File: config.mk
export PLATFORM = sky130hd
export DESIGN_NAME = cam_sensor_emu_flat
export DESIGN_NICKNAME = d
export VERILOG_FILES = /design/src/rtl/cam_pkg.sv /design/src/rtl/cam_sensor_emu_if.sv /design/src/rtl/cam_timing_cnt.sv /design/src/rtl/cam_sensor_emu.sv /design/src/flat_wrapper.sv
export SDC_FILE = /design/constraint.sdc
export NUM_CORES = 1
export LEC_CHECK = 0
export BUFFER_PORTS_ARGS = -buffer_cell sky130_fd_sc_hd__buf_2
export CORE_ASPECT_RATIO = 1.75
export CORE_MARGIN = 5
export CORE_UTILIZATION = 50
export DETAILED_ROUTE_END_ITERATION = 10
export PLACE_DENSITY = 0.79
export SLEW_MARGIN = 20
export SYNTH_ARGS = -nofsm -noshare
export SYNTH_HDL_FRONTEND = slang
export SYNTH_SLANG_ARGS = --single-unit
export TNS_END_PERCENT = 100
File: constraint.sdc
create_clock -name clk_25 -period 3.85 [get_ports clk_25]
set_input_delay 0.1925 -clock clk_25 [delete_from_list [all_inputs] [get_ports clk_25]]
set_output_delay 0.1925 -clock clk_25 [all_outputs]
set_load 0.02 [all_outputs]
File: src/rtl/cam_pkg.sv
// Shared types and constants for the camera sensor emulator: FSM states,
// pixel byte values, default timing and a counter-width helper.
package cam_pkg;

  typedef enum logic {
    ST_IDLE,
    ST_FRAME
  } state_t;

  localparam logic [7:0] BYTE0_VAL = 8'h80;
  localparam logic [7:0] BAR0_VAL  = 8'h20;
  localparam logic [7:0] BAR1_VAL  = 8'h60;
  localparam logic [7:0] BAR2_VAL  = 8'hA0;
  localparam logic [7:0] BAR3_VAL  = 8'hE0;

  localparam int DEF_H_ACTIVE    = 640;
  localparam int DEF_H_TOTAL     = 784;
  localparam int DEF_V_ACTIVE    = 480;
  localparam int DEF_V_TOTAL     = 510;
  localparam int DEF_VSYNC_LINES = 3;
  localparam int DEF_V_BP        = 17;

  // Width of a counter spanning 0..n-1, never narrower than one bit.
  function automatic int cnt_width(input int n);
    return (n > 1) ? $clog2(n) : 1;
  endfunction

  function automatic logic [7:0] bar_value(input logic [1:0] band);
    case (band)
      2'd0: return BAR0_VAL;
      2'd1: return BAR1_VAL;
      2'd2: return BAR2_VAL;
      2'd3: return BAR3_VAL;
    endcase
  endfunction

endpackage

File: src/rtl/cam_sensor_emu_if.sv
// Video bus between the emulated sensor (master) and its consumer (slave).
interface cam_sensor_emu_if;

  logic       enable;
  logic       pclk;
  logic       v_sync;
  logic       h_ref;
  logic [7:0] data_out;
  logic       frame_done;
  logic [7:0] frame_cnt;

  modport master (
    input  enable,
    output pclk, v_sync, h_ref, data_out, frame_done, frame_cnt
  );

  modport slave (
    output enable,
    input  pclk, v_sync, h_ref, data_out, frame_done, frame_cnt
  );

endinterface

File: src/rtl/cam_timing_cnt.sv
// Byte-slot and line counters for one frame; exposes the slot that will be
// shown after the current edge plus the end-of-frame wrap flag.
module cam_timing_cnt
  import cam_pkg::*;
#(
  parameter int  H_TOTAL = DEF_H_TOTAL,
  parameter int  V_TOTAL = DEF_V_TOTAL,
  localparam int BW      = cnt_width(2 * H_TOTAL),
  localparam int LW      = cnt_width(V_TOTAL)
) (
  input  logic          clk_25,
  input  logic          reset_n,
  input  logic          clear,
  input  logic          advance,
  output logic [BW-1:0] nxt_byte,
  output logic [LW-1:0] nxt_line,
  output logic          line_wrap
);

  logic [BW-1:0] byte_cnt;
  logic [LW-1:0] line_cnt;
  logic          byte_wrap;

  assign byte_wrap = advance && (byte_cnt == BW'(2 * H_TOTAL - 1));
  assign line_wrap = byte_wrap && (line_cnt == LW'(V_TOTAL - 1));

  always_comb begin
    nxt_byte = byte_cnt;
    nxt_line = line_cnt;
    if (clear) begin
      nxt_byte = '0;
      nxt_line = '0;
    end else if (advance) begin
      nxt_byte = byte_wrap ? '0 : byte_cnt + BW'(1);
      if (byte_wrap)
        nxt_line = line_wrap ? '0 : line_cnt + LW'(1);
    end
  end

  always_ff @(posedge clk_25 or negedge reset_n) begin
    if (!reset_n) begin
      byte_cnt <= '0;
      line_cnt <= '0;
    end else begin
      byte_cnt <= nxt_byte;
      line_cnt <= nxt_line;
    end
  end

endmodule

File: src/rtl/cam_sensor_emu.sv
// Camera sensor emulator: pclk = clk_25/2, DVP-style v_sync/h_ref/data_out.
// Define CAM_EMU_TESTBAR_EN to send vertical colour bars instead of an x ramp.
module cam_sensor_emu
  import cam_pkg::*;
#(
  parameter int H_ACTIVE    = DEF_H_ACTIVE,
  parameter int H_TOTAL     = DEF_H_TOTAL,
  parameter int V_ACTIVE    = DEF_V_ACTIVE,
  parameter int V_TOTAL     = DEF_V_TOTAL,
  parameter int VSYNC_LINES = DEF_VSYNC_LINES,
  parameter int V_BP        = DEF_V_BP
) (
  input logic              clk_25,
  input logic              reset_n,
  cam_sensor_emu_if.master bus
);

  localparam int BW = cnt_width(2 * H_TOTAL);
  localparam int LW = cnt_width(V_TOTAL);

  state_t        state, nxt_state;
  logic          advance, line_wrap, run_next;
  logic          nxt_vsync, nxt_href;
  logic [BW-1:0] nxt_byte;
  logic [LW-1:0] nxt_line;
  logic [31:0]   byte_i, line_i;
  logic [7:0]    byte1, nxt_data;

  // Slots advance on the clk_25 edge where pclk falls.
  assign advance = (state == ST_FRAME) && bus.pclk;

  cam_timing_cnt #(
    .H_TOTAL (H_TOTAL),
    .V_TOTAL (V_TOTAL)
  ) u_cnt (
    .clk_25    (clk_25),
    .reset_n   (reset_n),
    .clear     (state == ST_IDLE),
    .advance   (advance),
    .nxt_byte  (nxt_byte),
    .nxt_line  (nxt_line),
    .line_wrap (line_wrap)
  );

  always_ff @(posedge clk_25 or negedge reset_n) begin
    if (!reset_n) state <= ST_IDLE;
    else          state <= nxt_state;
  end

  always_comb begin
    nxt_state = state;
    case (state)
      ST_IDLE:  if (bus.enable) nxt_state = ST_FRAME;
      ST_FRAME: if (line_wrap && !bus.enable) nxt_state = ST_IDLE;
      default:  nxt_state = ST_IDLE;
    endcase
  end

  // Decode the slot that becomes visible after this edge; between slot
  // advances the decode is unchanged, so registering every cycle is safe.
  always_comb begin
    byte_i    = 32'(nxt_byte);
    line_i    = 32'(nxt_line);
    run_next  = (nxt_state == ST_FRAME);
    nxt_vsync = run_next && (line_i < VSYNC_LINES);
    nxt_href  = run_next
                && (line_i >= VSYNC_LINES + V_BP)
                && (line_i <  VSYNC_LINES + V_BP + V_ACTIVE)
                && (byte_i <  2 * H_ACTIVE);
`ifdef CAM_EMU_TESTBAR_EN
    byte1 = bar_value(2'(((byte_i >> 1) * 4) / H_ACTIVE));
`else
    byte1 = 8'(byte_i >> 1);
`endif
    nxt_data = 8'h00;
    if (nxt_href)
      nxt_data = byte_i[0] ? byte1 : BYTE0_VAL;
  end

  always_ff @(posedge clk_25 or negedge reset_n) begin
    if (!reset_n) begin
      bus.pclk       <= 1'b0;
      bus.v_sync     <= 1'b0;
      bus.h_ref      <= 1'b0;
      bus.data_out   <= 8'h00;
      bus.frame_done <= 1'b0;
      bus.frame_cnt  <= 8'h00;
    end else begin
      bus.pclk       <= (state == ST_FRAME && nxt_state == ST_FRAME) ? ~bus.pclk : 1'b0;
      bus.v_sync     <= nxt_vsync;
      bus.h_ref      <= nxt_href;
      bus.data_out   <= nxt_data;
      bus.frame_done <= line_wrap;
      bus.frame_cnt  <= bus.frame_cnt + 8'(line_wrap);
    end
  end

endmodule

File: src/flat_wrapper.sv
// flat-port wrapper written by rule: the top's interface ports become plain ports
module cam_sensor_emu_flat import cam_pkg::*;
#(
  parameter int H_ACTIVE    = DEF_H_ACTIVE,
  parameter int H_TOTAL     = DEF_H_TOTAL,
  parameter int V_ACTIVE    = DEF_V_ACTIVE,
  parameter int V_TOTAL     = DEF_V_TOTAL,
  parameter int VSYNC_LINES = DEF_VSYNC_LINES,
  parameter int V_BP        = DEF_V_BP
)
  (clk_25, reset_n, bus_enable, bus_pclk, bus_v_sync, bus_h_ref, bus_data_out, bus_frame_done, bus_frame_cnt);
  cam_sensor_emu_if bus_i ();
  input logic clk_25;
  input logic reset_n;
  input wire logic [$bits(bus_i.enable)-1:0] bus_enable;
  output wire logic [$bits(bus_i.pclk)-1:0] bus_pclk;
  output wire logic [$bits(bus_i.v_sync)-1:0] bus_v_sync;
  output wire logic [$bits(bus_i.h_ref)-1:0] bus_h_ref;
  output wire logic [$bits(bus_i.data_out)-1:0] bus_data_out;
  output wire logic [$bits(bus_i.frame_done)-1:0] bus_frame_done;
  output wire logic [$bits(bus_i.frame_cnt)-1:0] bus_frame_cnt;
  assign bus_i.enable = bus_enable;
  assign bus_pclk = bus_i.pclk;
  assign bus_v_sync = bus_i.v_sync;
  assign bus_h_ref = bus_i.h_ref;
  assign bus_data_out = bus_i.data_out;
  assign bus_frame_done = bus_i.frame_done;
  assign bus_frame_cnt = bus_i.frame_cnt;
  cam_sensor_emu #(.H_ACTIVE(H_ACTIVE), .H_TOTAL(H_TOTAL), .V_ACTIVE(V_ACTIVE), .V_TOTAL(V_TOTAL), .VSYNC_LINES(VSYNC_LINES), .V_BP(V_BP)) u_core (.clk_25(clk_25), .reset_n(reset_n), .bus(bus_i));
endmodule
==> flow_summary_export.csv <==
group,metric,value,unit
global_routing,grt_pass1_wl,7886,um
route,remaining_drc_errors,0,
cts,cts_tree,"yes",
placed_design,dp_cells,263,
timing,slew_violations,0,
placed_design,gp_congestion,0.9107,
synth,synth_nets,204,
die,die_w,58.55,um
cts,ctsHoldBuffers,0,
route,ant_nets,0,
synth,async_flop_share,100.0,%
route,wl,4568,um
flow_run,cap_viol_max_count,0,
worst_setup_path,critical_path.max_stage_delay,580,ps
power,power.leakage,1.087,nW
cts,cts_setup_buffers,0,
global_routing,grt_pass1_vias,1714,
worst_setup_path,crit_path_cell_trace,"or4b_4 -> or2_1 -> or4_1 -> inv_1 -> ha_1 -> ha_1 -> and3_1 -> nand3_1 -> xnor2_1",
placed_design,io_buffers,22,
cts,cts.sinks,41,
power,vdd_drop_max,0.3387,mV
timing,worst_pin_slew,877.6,ps
timing,finalSetupViolCount,0,
timing,hold_viol,0,
min_path,hold_path.class,"in2async",
cts,clock_latency,290,ps
synth,syn-mean-instance-area,10.52,um^2
final_layout,fillers,360,
timing,min_period,2953,ps
synth,synth-edff-count,0,
timing,min_period_over_period,76.69,%
global_routing,grt_usage,18.63,%
synth,synthesis.area,0.002062,mm^2
route,drt_first_pass_iters,4,
die,ios,23,
timing,fin_setup_tns,0,ps
die,initial_utilization,50.63,%
route,via_per_inst,5.886,
cts,clkTransAtPathRegs,80,ps
worst_setup_path,cp.required,4030,ps
run_status,status,"finished clean",
timing,clock_skew,9.536,ps
cts,htreeDepth,2,
synth,synth_cell_type_count,47,
cts,cts-resized-gates,0,
die,die_h,94.95,um
global_routing,antenna_found_initial,0,
final_layout,final_common_cell,"dfrtp_1",
route,vias,1595,
synth,ys_seq_area_share,49.76,%
synth,ys.warnings.count,0,
global_routing,grt_start_max_net_pins,42,
final_layout,synthToLayoutAreaGrowth,12.80,%
power,cellPowerDensity,419.4,mW/mm^2
final_layout,drive_gt1_share,20.72,%
synth,ys.flop_type,"dfrtp_1",
cts,cts_made_buffers,5,
placed_design,hpwl,3382,um
worst_setup_path,worst-setup-path-type,"reg2reg",
final_layout,final_cell_mix,"41 x dfrtp_1, 22 x buf_2, 19 x nor2_1",
route,drtIter0Drc,65,
die,die_area,0.005559,mm^2
worst_setup_path,arrival,3130,ps
final_layout,final_cells,271,
worst_setup_path,cpMostUsedCell,"ha_1",
route,wl_per_cell,16.86,um
final_layout,nets,229,
timing,grt_setup_unrepaired,"no",
cts,cts-root-buf,"clkbuf_8",
timing,setup_ws,897.3,ps
timing,relSlewSlack,41.49,%
synth,synth_cells,196,
timing,max_freq,0.3387,GHz
worst_setup_path,slowest_stage,"or4_1",
final_layout,final_util,57.11,%
cts,clock_path_buffers,2,
die,core_area,0.004073,mm^2
die,rows,31,
worst_setup_path,cp-end-kind,"register",
final_layout,n_antenna_cell,0,
worst_setup_path,cp_max_fo,7,
placed_design,pre_cts_ws,916.6,ps
synth,synth_seq_cells,41,
global_routing,grt-ovfl-total,0,
worst_setup_path,crit_path_start_kind,"register",
-- registers in the layout (all words and copies together) (netlist names) --
signal,count
u_core.bus.h_ref,1
u_core.bus.frame_cnt,8
u_core.bus.pclk,1
u_core.u_cnt.line_cnt,9
u_core.bus.data_out,8
u_core.bus.frame_done,1
u_core.state,1
u_core.bus.v_sync,1
u_core.u_cnt.byte_cnt,11
-- cells in the mapped netlist, types with 3 or more instances --
| cell type | n | share of area (%) |
|---|---|---|
| nor4b_2 | 6 | 4.4 |
| a21oi_1 | 8 | 1.9 |
| nor4_1 | 5 | 1.5 |
| nor3_1 | 3 | 0.73 |
| nand3_1 | 11 | 2.7 |
| and3_1 | 4 | 1.2 |
| nand4_1 | 8 | 2.4 |
| xor2_1 | 5 | 2.1 |
| inv_1 | 8 | 1.5 |
| clkbuf_1 | 3 | 0.55 |
| xnor2_1 | 9 | 3.8 |
| nor2_1 | 19 | 3.5 |
| dfrtp_1 | 41 | 50 |
| o31ai_1 | 3 | 1.1 |
| nand2_1 | 14 | 2.5 |
| o21ai_0 | 6 | 1.5 |
| ha_1 | 5 | 3.0 |
-- layer usage --
metal | up-vias | part of all wire [%] | track usage [%]
li1 | 758 | - | -
met1 | 780 | 39 | 20.77
met2 | 43 | 53 | 31.90
met3 | 14 | 4.3 | 3.830
met4 | 0 | 3.7 | 10.83
met5 | - | 0 | 0
-- cell families after synthesis --
kind of cell | share of synthesized area, %
simple gates | 25.73
flops | 49.76
compound gates | 10.98
buf+inv | 3.519
xor+xnor | 5.947
fa+ha+maj | 3.034
mux | 1.032
-- worst max-delay path, delay by kind of cell, from the launching register on --
kind	cells	cell delay [ps]
xor+xnor	1	140
fa+ha+maj	2	370
buf+inv	1	90
flops	1	440
simple gates	5	1780
-- power by group --
part	total, W	internal (W)	switching (W)
sequential	0.000503	0.000461	0.0000414
clock	0.000353	0.000211	0.000141
combinational	0.000120	0.0000502	0.0000700
-- cell type report --
class                      count  area (um^2)  area share, %
timing repair buffer          24        125.1          5.379
inverter                       9        33.78          1.452
sequential                    41         1026          44.11
clock buffer                   7        86.33          3.712
clock inverter                 1        30.03          1.291
multi-input combinational    140        963.4          41.42
tap                           49        61.31          2.636
-- path summary, 6_finish.rpt --
path	startpoint	to	slack, ps	cells after the start
setup / recovery	u_core.u_cnt.byte_cnt[5]$_DFF_PN0_	u_core.bus.frame_cnt[6]$_DFF_PN0_	900	9
hold / removal	reset_n	u_core.bus.frame_cnt[2]$_DFF_PN0_	20	1
setup reg to reg	u_core.u_cnt.byte_cnt[5]$_DFF_PN0_	u_core.bus.frame_cnt[6]$_DFF_PN0_	900	9
hold reg to reg	u_core.bus.frame_cnt[7]$_DFF_PN0_	u_core.bus.frame_cnt[7]$_DFF_PN0_	480	1
max in group asynchronous	reset_n	u_core.bus.pclk$_DFF_PN0_	3290	1
min in group clk_25	bus_enable	u_core.state$_DFF_PN0_	150	3
-- through the flow --
| stage | hold slack (ps) | instance area, um^2 | total power (W) |
|---|---|---|---|
| CTS | 43.34 | 2326 | 0.0009823 |
| global route | 93.99 | 2326 | 0.001020 |
| global placement | 357.9 | 2210 | 0.0006214 |
| floorplan | -103.1 | 2062 | 0.0005888 |
| detailed placement | 365.0 | 2210 | 0.0006301 |
| finish | 15.64 | 2326 | 0.0009756 |
No activity file was read; power rests on OpenSTA's default activity.
